<file path="src/rtl/scale_pkg.sv">
// Shared types and constants for the round-robin scaler arbiter.
package scale_pkg;

  localparam int unsigned N_REQ_DEF  = 4;
  localparam int unsigned DATA_W_DEF = 14;

  // Gain 0.40625 = 2^-2 + 2^-3 + 2^-5
  localparam int unsigned SH_A = 2;
  localparam int unsigned SH_B = 3;
  localparam int unsigned SH_C = 5;

  typedef enum logic [2:0] {
    IDLE,
    ACC0,
    ACC1,
    ACC2,
    DONE
  } state_e;

  function automatic int unsigned idx_w(input int unsigned n);
    return (n > 1) ? $clog2(n) : 1;
  endfunction

endpackage

</file>
<file path="src/rtl/scale_arb_if.sv">
// Requester-side bundle between the requesters and the shared scaler.
interface scale_arb_if
  import scale_pkg::*;
#(
  parameter int unsigned N_REQ  = N_REQ_DEF,
  parameter int unsigned DATA_W = DATA_W_DEF
);

  logic [N_REQ-1:0]        req;
  logic [N_REQ*DATA_W-1:0] din;
  logic                    bypass;
  logic [N_REQ-1:0]        gnt;
  logic [N_REQ-1:0]        ack;
  logic [DATA_W-1:0]       result;
  logic                    busy;

  modport master (
    output req, din, bypass,
    input  gnt, ack, result, busy
  );

  modport slave (
    input  req, din, bypass,
    output gnt, ack, result, busy
  );

endinterface

</file>
<file path="src/rtl/rr_arbiter.sv">
// Combinational round-robin pick: first request at or after ptr_i, wrapping.
module rr_arbiter #(
  parameter int unsigned N_REQ = 4,
  parameter int unsigned PTR_W = 2
) (
  input  logic [N_REQ-1:0] req_i,
  input  logic [PTR_W-1:0] ptr_i,
  output logic [N_REQ-1:0] win_oh_c_o,
  output logic [PTR_W-1:0] win_idx_c_o
);

  int unsigned pos;
  logic        found;

  always_comb begin
    win_oh_c_o  = '0;
    win_idx_c_o = '0;
    found       = 1'b0;
    pos         = 0;
    for (int unsigned k = 0; k < N_REQ; k++) begin
      pos = 32'(ptr_i) + k;
      if (pos >= N_REQ) pos = pos - N_REQ;
      if (!found && req_i[PTR_W'(pos)]) begin
        found                    = 1'b1;
        win_oh_c_o[PTR_W'(pos)]  = 1'b1;
        win_idx_c_o              = PTR_W'(pos);
      end
    end
  end

endmodule

</file>
<file path="src/rtl/scale_arb.sv">
// Shared fixed-gain (0.40625) scaler with round-robin arbitration between requesters.
module scale_arb
  import scale_pkg::*;
#(
  parameter int unsigned N_REQ  = N_REQ_DEF,
  parameter int unsigned DATA_W = DATA_W_DEF
) (
  input  logic        clk,
  input  logic        rst,
  scale_arb_if.slave  bus
);

  localparam int unsigned ACC_W = DATA_W + 1;
  localparam int unsigned PTR_W = idx_w(N_REQ);

  state_e                    state_q, state_d;
  logic [N_REQ-1:0]          gnt_q, gnt_d;
  logic [N_REQ-1:0]          ack_q, ack_d;
  logic [DATA_W-1:0]         result_q, result_d;
  logic                      busy_q, busy_d;
  logic signed [DATA_W-1:0]  op_q, op_d;
  logic signed [ACC_W-1:0]   acc_q, acc_d;
  logic [PTR_W-1:0]          ptr_q, ptr_d;

  logic [N_REQ-1:0]          win_oh;
  logic [PTR_W-1:0]          win_idx;
  logic [PTR_W-1:0]          ptr_nxt;
  logic signed [DATA_W-1:0]  win_din;
  logic signed [ACC_W-1:0]   op_ext;

  rr_arbiter #(
    .N_REQ (N_REQ),
    .PTR_W (PTR_W)
  ) u_rr (
    .req_i       (bus.req),
    .ptr_i       (ptr_q),
    .win_oh_c_o  (win_oh),
    .win_idx_c_o (win_idx)
  );

  // Operand slice of the current winner
  always_comb begin
    win_din = '0;
    for (int i = 0; i < int'(N_REQ); i++) begin
      if (win_oh[i]) win_din = bus.din[i*DATA_W +: DATA_W];
    end
  end

  assign ptr_nxt = (win_idx == PTR_W'(N_REQ - 1)) ? '0 : win_idx + PTR_W'(1);
  assign op_ext  = {op_q[DATA_W-1], op_q};

  always_comb begin
    state_d  = state_q;
    gnt_d    = gnt_q;
    ack_d    = '0;
    result_d = result_q;
    op_d     = op_q;
    acc_d    = acc_q;
    ptr_d    = ptr_q;

    unique case (state_q)
      IDLE: begin
        if (|bus.req) begin
          gnt_d = win_oh;
          op_d  = win_din;
          ptr_d = ptr_nxt;
          if (bus.bypass) begin
            ack_d    = win_oh;
            result_d = win_din;
            state_d  = DONE;
          end else begin
            state_d  = ACC0;
          end
        end
      end
      ACC0: begin
        acc_d   = op_ext >>> SH_A;
        state_d = ACC1;
      end
      ACC1: begin
        acc_d   = acc_q + (op_ext >>> SH_B);
        state_d = ACC2;
      end
      // Final term lands in result together with ack on entry to DONE
      ACC2: begin
        acc_d    = acc_q + (op_ext >>> SH_C);
        result_d = acc_d[DATA_W-1:0];
        ack_d    = gnt_q;
        state_d  = DONE;
      end
      DONE: begin
        gnt_d   = '0;
        state_d = IDLE;
      end
      default: state_d = IDLE;
    endcase

    busy_d = (state_d != IDLE);
  end

  always_ff @(posedge clk or posedge rst) begin
    if (rst) begin
      state_q  <= IDLE;
      gnt_q    <= '0;
      ack_q    <= '0;
      result_q <= '0;
      busy_q   <= 1'b0;
      op_q     <= '0;
      acc_q    <= '0;
      ptr_q    <= '0;
    end else begin
      state_q  <= state_d;
      gnt_q    <= gnt_d;
      ack_q    <= ack_d;
      result_q <= result_d;
      busy_q   <= busy_d;
      op_q     <= op_d;
      acc_q    <= acc_d;
      ptr_q    <= ptr_d;
    end
  end

  assign bus.gnt    = gnt_q;
  assign bus.ack    = ack_q;
  assign bus.result = result_q;
  assign bus.busy   = busy_q;

endmodule

</file>
<file path="src/flat_wrapper.sv">
// flat-port wrapper written by rule: the top's interface ports become plain ports
module scale_arb_flat import scale_pkg::*;
#(
  parameter int unsigned N_REQ  = N_REQ_DEF,
  parameter int unsigned DATA_W = DATA_W_DEF
)
  (clk, rst, bus_req, bus_din, bus_bypass, bus_gnt, bus_ack, bus_result, bus_busy);
  scale_arb_if #(.N_REQ(N_REQ), .DATA_W(DATA_W)) bus_i ();
  input  logic clk;
  input  logic rst;
  input wire logic [$bits(bus_i.req)-1:0] bus_req;
  input wire logic [$bits(bus_i.din)-1:0] bus_din;
  input wire logic [$bits(bus_i.bypass)-1:0] bus_bypass;
  output wire logic [$bits(bus_i.gnt)-1:0] bus_gnt;
  output wire logic [$bits(bus_i.ack)-1:0] bus_ack;
  output wire logic [$bits(bus_i.result)-1:0] bus_result;
  output wire logic [$bits(bus_i.busy)-1:0] bus_busy;
  assign bus_i.req = bus_req;
  assign bus_i.din = bus_din;
  assign bus_i.bypass = bus_bypass;
  assign bus_gnt = bus_i.gnt;
  assign bus_ack = bus_i.ack;
  assign bus_result = bus_i.result;
  assign bus_busy = bus_i.busy;
  scale_arb #(.N_REQ(N_REQ), .DATA_W(DATA_W)) u_core (.clk(clk), .rst(rst), .bus(bus_i));
endmodule
</file>
<file path="config.mk">
export PLATFORM = sky130hd
export DESIGN_NAME = scale_arb_flat
export DESIGN_NICKNAME = d
export VERILOG_FILES = /design/src/rtl/scale_pkg.sv /design/src/rtl/scale_arb_if.sv /design/src/rtl/rr_arbiter.sv /design/src/rtl/scale_arb.sv /design/src/flat_wrapper.sv
export SDC_FILE = /design/constraint.sdc
export NUM_CORES = 1
export LEC_CHECK = 0
export ABC_AREA = 0
export CAP_MARGIN = 0
export CORE_UTILIZATION = 47
export DETAILED_ROUTE_END_ITERATION = 8
export HOLD_SLACK_MARGIN = 0.1
export PLACE_DENSITY = 0.85
export SLEW_MARGIN = 20
export SYNTH_ARGS = -nofsm -noshare
export SYNTH_HDL_FRONTEND = slang
export SYNTH_SLANG_ARGS = --single-unit
</file>
<file path="constraint.sdc">
create_clock -name clk -period 3.09 [get_ports clk]
set_input_delay 0.7725 -clock clk [delete_from_list [all_inputs] [get_ports clk]]
set_output_delay 0.7725 -clock clk [all_outputs]
set_load 0.01 [all_outputs]
</file>
==> results of run 1 <==
[per-layer routing]
layer / up-vias / track usage (%)
met5: - / 0
met4: 0 / 9.804
met3: 33 / 3.443
met2: 236 / 47.95
met1: 2058 / 40.34
li1: 2045 / -
[tightest hold or removal path: stages, from the launching register on]
cell	delay [ns]
dfrtp_1	0.36
a21oi_1	0.06
o21ai_0	0.06
[power groups by stage]
stage | clock network (mW) | registers, mW | logic [mW]
global placement | 0 | 1.43 | 5.57
global route | 0.465 | 1.47 | 6.62
detailed placement | 0 | 1.43 | 5.78
finish | 0.438 | 1.44 | 6.04
floorplan | 0 | 1.36 | 4.02
CTS | 0.436 | 1.42 | 5.91
[registers in the layout (all words and copies together), names as in the netlist, named ones only]
name,flops
u_core.ptr_q,1
u_core.acc_q,14
u_core.bus.busy,1
u_core.bus.ack,4
u_core.op_q,12
u_core.state_q,3
u_core.bus.result,14
u_core.bus.gnt,4
[cells in the mapped netlist (3+ instances only)]
cell type,n
dfrtp_1,54
o21ai_0,47
nand2_1,45
nor2_1,35
a21oi_1,33
ha_1,29
clkbuf_1,18
a221o_1,15
xnor2_1,15
inv_1,13
o221ai_1,13
xor2_1,12
nor3_1,11
a22oi_1,9
and3_1,9
nor2b_1,9
o22ai_1,9
o22a_1,8
a221oi_1,7
nand2b_1,7
a22o_1,6
nand3_1,6
a21o_1,5
mux2_2,5
a31oi_1,4
a211oi_1,3
buf_1,3
buf_2,3
o21ai_1,3
o21bai_1,3
or2_2,3
[area by class of cell]
cell class | count | share of cell area, %
inverters | 13 | 0.9406
clock buffers | 5 | 1.232
flip-flops and latches | 54 | 24.21
clock inverters | 3 | 0.5151
multi-input cells | 387 | 48.58
repair buffers | 133 | 22.11
well taps | 108 | 2.419
[placed cells by master (no fill, tap or decap), types with 12 or more instances in the layout]
| cell type | n |
|---|---|
| clkdlybuf4s50_1 | 81 |
| dfrtp_1 | 53 |
| buf_4 | 46 |
| xor2_1 | 12 |
| nor2_1 | 35 |
| nand2_1 | 45 |
| o221ai_1 | 12 |
| a221o_1 | 15 |
| a21oi_1 | 33 |
| o21ai_0 | 40 |
| ha_1 | 28 |
| xnor2_1 | 15 |
[final timing paths]
| check | from | end | slack (ns) | cells after the start |
|---|---|---|---|---|
| max | flop | u_core.bus.result[2] | 0.08 | 9 |
| min | u_core.bus.result[7] | u_core.bus.result[7] | 0.52 | 2 |
| max reg2reg | flop | u_core.bus.result[2] | 0.08 | 9 |
| min reg2reg | u_core.bus.result[7] | u_core.bus.result[7] | 0.52 | 2 |
| max in group asynchronous | rst | u_core.bus.result[10] | 1.72 | 3 |
| min in group asynchronous | rst | u_core.bus.gnt[3] | 0.75 | 2 |
[logic make-up (layout without fill, tap and decap cells)]
family	count (synthesis)	after routing	share of synthesized area, %
buffers and inverters	40	154	4.019
flip-flops	54	54	32.15
adder cells (fa/ha/maj)	31	31	9.586
AND/OR/NAND/NOR	138	138	16.05
multiplexers	7	7	2.411
XOR/XNOR	27	27	5.627
AO/OA/AOI/OAI	184	184	30.16
[metrics by stage]
| step | std cells | worst slack [ns] |
|---|---|---|
| floorplan | 481 | -0.03925 |
| global placement | 690 | -0.3330 |
| detailed placement | 690 | -0.4080 |
| CTS | 701 | 0.001770 |
| global route | 703 | -0.001398 |
| finish | 703 | 0.08368 |
[timing repair]
| action | CTS | global route |
|---|---|---|
| buffers inserted | 3 | 2 |
| endpoints found under the setup margin | 21 | 24 |
| pin swaps | 2 | 1 |
| hold endpoints to repair | 0 | 0 |
| hold buffers | 0 | 0 |
| gates resized for setup | 6 | 8 |
==> flow_summary_export.csv, run 1 <==
group,metric,value,unit
status,status,"finished clean",
layout,syn_to_final_growth,32.93,%
pwr,powerDensity,1417,nW/um2
detailed_routing,highest_layer,"met4",
logic_synthesis,synth_edf_count,0,
setup_path,max_stage_delay,0.56,ns
detailed_routing,routedWlPerCell,18.46,um
setup_path,startpoint_type,"flop",
clock_tree,path_clk_slew,0.11,ns
setup_path,end_kind,"flop",
logic_synthesis,yosysTopAreaCell,"dfrtp_1",
logic_synthesis,synthFlopType,"dfrtp_1",
logic_synthesis,yosysUniqueCellTypes,60,
setup_path,cp_top_family,"compound AO/OA/AOI/OAI gates",
sta,whs,0.5153,ns
detailed_routing,viasPerCell,6.219,
setup_path,crit_path_max_fanout,4,
layout,final-seq-area,1353,um2
floorplanning,core_area,8678,um2
layout,n_fill_cell,720,
detailed_routing,wl_met1,5553,um
pwr,intPower,4.055,mW
logic_synthesis,async_flop_share,100.0,%
pwr,power_frac_seq,18.2,%
sta,fin_crit,3.006,ns
global_routing,track_usage,29.33,%
setup_path,cpMaxStageDelayCell,"mux4_2",
clock_tree,cts_max_level,2,
pwr,leakagePower,2.378,nW
floorplanning,ios,86,
pwr,p_comb_share,76.2,%
logic_synthesis,synthTopCellsByArea,"dfrtp_1 (32%), ha_1 (8.6%), o21ai_0 (5.6%)",
clock_tree,clk_latency,0.32,ns
global_routing,grt_start_max_net_pins,37,
logic_synthesis,synth_top_area_share,32.15,%
detailed_routing,first_iter_violations,302,
floorplanning,die_width,96.56,um
detailed_routing,ant_nets,0,
floorplanning,die-area,9324,um2
place,port_buffers,85,
global_routing,grt_pass1_wl,20960,um
detailed_routing,wl_met3,976,um
setup_path,worst_ep_arrival_time,3.22,ns
logic_synthesis,ys_ff_latch,54,
place,gp_congestion,0.9821,
clock_tree,cts_sinks,54,
layout,fin_util,64.37,%
setup_path,critPathBufInv,1,
sta,finalCritPeriodShare,97.29,%
pwr,ir_worst_vdd,0.6659,mV
layout,antenna_cells,0,
sta,worst_slew_pin_slew,0.6006,ns
detailed_routing,wl,12980,um
logic_synthesis,synthCells,481,
logic_synthesis,synth_area,4203,um2
setup_path,required,3.30,ns
sta,slew_violations,0,
layout,finalInstanceArea,5587,um2
pwr,p_sw,3.864,mW
floorplanning,fp-row-count,34,
floorplanning,start_util,48.43,%
sta,hold_violations,0,
global_routing,antenna_found_initial,0,
global_routing,grt_overflow,0,
detailed_routing,drt_first_pass_iters,5,
place,placed_cell_area,5434,um2
layout,drive_above_1_share,13.11,%
sta,maxSlewHeadroom,59.81,%
sta,max_freq,332.6,MHz
flow_run,drv_cap,0,
sta,setup_viol,0,
hold_path,min_path_type,"flop to flop",
sta,setup_tns,0,ns
logic_synthesis,yosysSeqAreaShare,32.15,%
clock_tree,cts_tree,"built",
pwr,power,7.919,mW
global_routing,grt_pass1_vias,4244,
detailed_routing,drc,0,
detailed_routing,dr_wl_met2,6096,um
clock_tree,cts_made_buffers,5,
layout,multi_input_area,2714,um2
layout,nets,688,
sta,clock_skew,0.01423,ns
logic_synthesis,syn_avg_cell_area,8.738,um2
setup_path,path_common_cell,"a221o_1",
place,dp_hpwl,10160,um
detailed_routing,num_vias,4372,
logic_synthesis,syn-num-nets,575,
setup_path,crit_chain,"clkinvlp_4 -> ha_4 -> mux4_2 -> nor2b_4 -> a22o_1 -> a221o_1 -> a221o_1 -> o221a_2 -> a221o_1",
setup_path,crit_type,"flop to flop",
clock_tree,clock_path_buffers,2,
pwr,clock_power_share,5.5,%
logic_synthesis,yosys_warnings,0,
pwr,swShare,48.79,%
floorplanning,die_y,96.56,um
clock_tree,cts_root_buf,"clkbuf_8",
(Power assumes the default switching activity.)
==> inputs of run 2 (changes only) <==
--- a/config.mk
+++ b/config.mk
@@ -7,11 +7,13 @@
 export LEC_CHECK = 0
 export ABC_AREA = 0
 export CAP_MARGIN = 0
-export CORE_UTILIZATION = 47
+export CORE_MARGIN = 2
+export CORE_UTILIZATION = 48
 export DETAILED_ROUTE_END_ITERATION = 8
 export HOLD_SLACK_MARGIN = 0.1
 export PLACE_DENSITY = 0.85
 export SLEW_MARGIN = 20
 export SYNTH_ARGS = -nofsm -noshare
 export SYNTH_HDL_FRONTEND = slang
+export SYNTH_HIERARCHICAL = 1
 export SYNTH_SLANG_ARGS = --single-unit
==> run 2 against run 1 <==
Against the previous run:
- synthesized cell count is 15% higher
- first-iteration DRC count up 58%
- cell count increased by 12%
- fmax is 2.6% higher
- global-route usage shrank 2.4 points
- sequential share of layout area decreased by 1.5 points
- critical path type unchanged
==> flow_summary_export.csv, run 2 <==
group,metric,value,unit
layout,finalInstanceArea,5952,um2
pwr,ir_worst_vdd,0.6297,mV
pwr,power_frac_seq,19.0,%
logic_synthesis,yosysSeqAreaShare,29.61,%
layout,multi_input_area,3070,um2
layout,fin_util,64.41,%
pwr,clock_power_share,6.8,%
clock_tree,path_clk_slew,0.11,ns
logic_synthesis,synthFlopType,"dfrtp_1",
setup_path,r2r_cells,12,
clock_tree,cts_made_buffers,5,
logic_synthesis,synth_top_area_share,29.61,%
setup_path,end_kind,"flop",
logic_synthesis,yosysUniqueCellTypes,73,
status,status,"finished clean",
floorplanning,start_util,49.38,%
global_routing,grt_pass1_vias,4662,
place,dp_hpwl,10580,um
layout,nets,750,
logic_synthesis,synth_edf_count,0,
setup_path,crit_start,"u_core/ptr_q[0]",
layout,final-seq-area,1353,um2
logic_synthesis,syn_avg_cell_area,8.252,um2
setup_path,startpoint_type,"flop",
layout,syn_to_final_growth,30.44,%
setup_path,r2r-start,"u_core/ptr_q[0]",
detailed_routing,viasPerCell,6.302,
clock_tree,cts_root_buf,"clkbuf_8",
setup_path,worst_ep_arrival_time,3.20,ns
sta,setup_viol,0,
sta,max_freq,341.2,MHz
sta,worst_slew_pin_slew,0.7287,ns
setup_path,required,3.36,ns
clock_tree,cts_tree,"built",
floorplanning,die_width,101.5,um
layout,final_cell_mix,"clkdlybuf4s50_1 (81), nand2_1 (57), o21ai_0 (53), dfrtp_1 (53), nor2_1 (43)",
logic_synthesis,synthTopCellsByArea,"dfrtp_1 (30%), ha_1 (8.0%), o21ai_0 (5.9%)",
floorplanning,die-area,10300,um2
setup_path,cp-endpoint,"u_core/bus.result[8]",
sta,fin_crit,2.931,ns
layout,antenna_cells,0,
sta,finalCritPeriodShare,94.85,%
pwr,leakagePower,2.506,nW
place,gp_congestion,0.9133,
pwr,p_comb_share,74.2,%
detailed_routing,wl,14430,um
logic_synthesis,async_flop_share,100.0,%
detailed_routing,drt_first_pass_iters,5,
pwr,p_sw,3.642,mW
floorplanning,fp-row-count,35,
hold_path,min_path_type,"flop to flop",
logic_synthesis,syn-num-nets,647,
setup_path,r2r_end,"u_core/bus.result[8]",
clock_tree,clock_path_buffers,2,
sta,maxSlewHeadroom,50.90,%
sta,slew_violations,0,
pwr,swShare,49.35,%
global_routing,grt_overflow,0,
logic_synthesis,yosys_warnings,6,
flow_run,drv_cap,0,
global_routing,grt_start_max_net_pins,33,
logic_synthesis,yosysTopAreaCell,"dfrtp_1",
global_routing,antenna_found_initial,0,
logic_synthesis,ys_ff_latch,54,
detailed_routing,drc,0,
logic_synthesis,synthCells,553,
global_routing,track_usage,26.92,%
detailed_routing,num_vias,4953,
global_routing,grt_pass1_wl,22280,um
detailed_routing,first_iter_violations,476,
floorplanning,die_y,101.5,um
logic_synthesis,synth_common_cells,"nand2_1 (57), dfrtp_1 (54), o21ai_0 (54)",
floorplanning,core_area,9240,um2
setup_path,rrSetupSlack,0.16,ns
layout,drive_above_1_share,13.39,%
layout,final_common_cell,"clkdlybuf4s50_1",
clock_tree,cts_max_level,2,
place,port_buffers,85,
setup_path,crit_type,"flop to flop",
logic_synthesis,synth_area,4563,um2
detailed_routing,ant_nets,0,
layout,n_fill_cell,724,
sta,clock_skew,0.02002,ns
pwr,powerDensity,1240,nW/um2
detailed_routing,routedWlPerCell,18.36,um
clock_tree,clk_latency,0.32,ns
place,placed_cell_area,5718,um2
pwr,intPower,3.738,mW
clock_tree,cts_sinks,54,
floorplanning,ios,86,
setup_path,crit_path_max_fanout,7,
logic_synthesis,synthMostInstantiatedCell,"nand2_1",
sta,hold_violations,0,
run 2: per-stage QoR:
step	hold WS, ns	setup WS [ns]	total power [mW]	setup TNS (ns)	instances
after detailed placement	0.5198	-0.6113	6.432	-12.80	766
final	0.5526	0.1591	7.379	0	786
after CTS	0.5442	0.009502	7.025	0	776
after floorplan	0.4502	-0.002062	4.930	-0.002062	553
after global placement	0.5013	-0.5037	6.210	-9.719	766
after global routing	0.5648	-0.002591	7.899	-0.002591	786
run 2: cell families after synthesis:
family / synth area share, %
multiplexers: 3.729
XOR/XNOR: 2.303
flip-flops: 29.61
adder cells (fa/ha/maj): 8.829
buffers and inverters: 5.100
AO/OA/AOI/OAI: 29.64
AND/OR/NAND/NOR: 20.79
run 2: area by class of cell:
type / instances / share of cell area, %
Inverter: 15 / 0.9460
Timing Repair Buffer: 128 / 20.08
Clock buffer: 5 / 1.156
Sequential cell: 54 / 22.72
Clock inverter: 3 / 0.7988
Multi-Input combinational cell: 452 / 51.59
Tap cell: 129 / 2.712
run 2: critical path, stage by stage (launching register included):
cell and delay [ns]:
dfrtp_1 0.43, inv_2 0.09, ha_4 0.31, mux4_2 0.37
or2_4 0.27, nor2b_4 0.15, a221o_2 0.20, nor2b_4 0.28
a221oi_1 0.12, nor3_1 0.27, a21oi_2 0.08, a211oi_2 0.21
a21o_1 0.10
run 2: power by group through the flow:
stage | sequential (mW) | clock, mW | combinational (mW)
after global routing | 1.43 | 0.526 | 5.94
after CTS | 1.38 | 0.501 | 5.15
final | 1.40 | 0.503 | 5.47
after global placement | 1.38 | 0 | 4.83
after floorplan | 1.33 | 0 | 3.60
after detailed placement | 1.39 | 0 | 5.04
run 2: layer usage:
metal | GRT usage [%] | vias to the layer above | share of wire (%) | routed length [um]
met1 | 35.30 | 2319 | 41 | 5846
met2 | 44.74 | 312 | 48 | 6902
li1 | - | 2280 | - | -
met4 | 9.148 | 0 | 2.2 | 312
met5 | 0 | - | 0 | 0
met3 | 5.038 | 42 | 9.5 | 1370
run 2: worst min-delay path by stage:
| stage | cells after the start | startpoint | slack, ns | endpoint |
|---|---|---|---|---|
| 2_1_floorplan | 2 | u_core/op_q[2] | 0.45 | u_core/op_q[2] |
| 3_3_place_gp | 2 | u_core/op_q[2] | 0.50 | u_core/op_q[2] |
| 3_5_place_dp | 2 | u_core/acc_q[0] | 0.52 | u_core/acc_q[0] |
| 4_1_cts | 2 | u_core/acc_q[0] | 0.54 | u_core/acc_q[0] |
| 5_1_grt | 1 | u_core/acc_q[12] | 0.56 | u_core/acc_q[12] |
| 6_report | 2 | u_core/acc_q[0] | 0.55 | u_core/acc_q[0] |
run 2: repair_timing:
action,in CTS,in global routing
cloned,1,2
resized for setup,6,19
buffers inserted,1,8
pin swaps,0,5
setup endpoints to repair,26,14
hold buffers,0,0
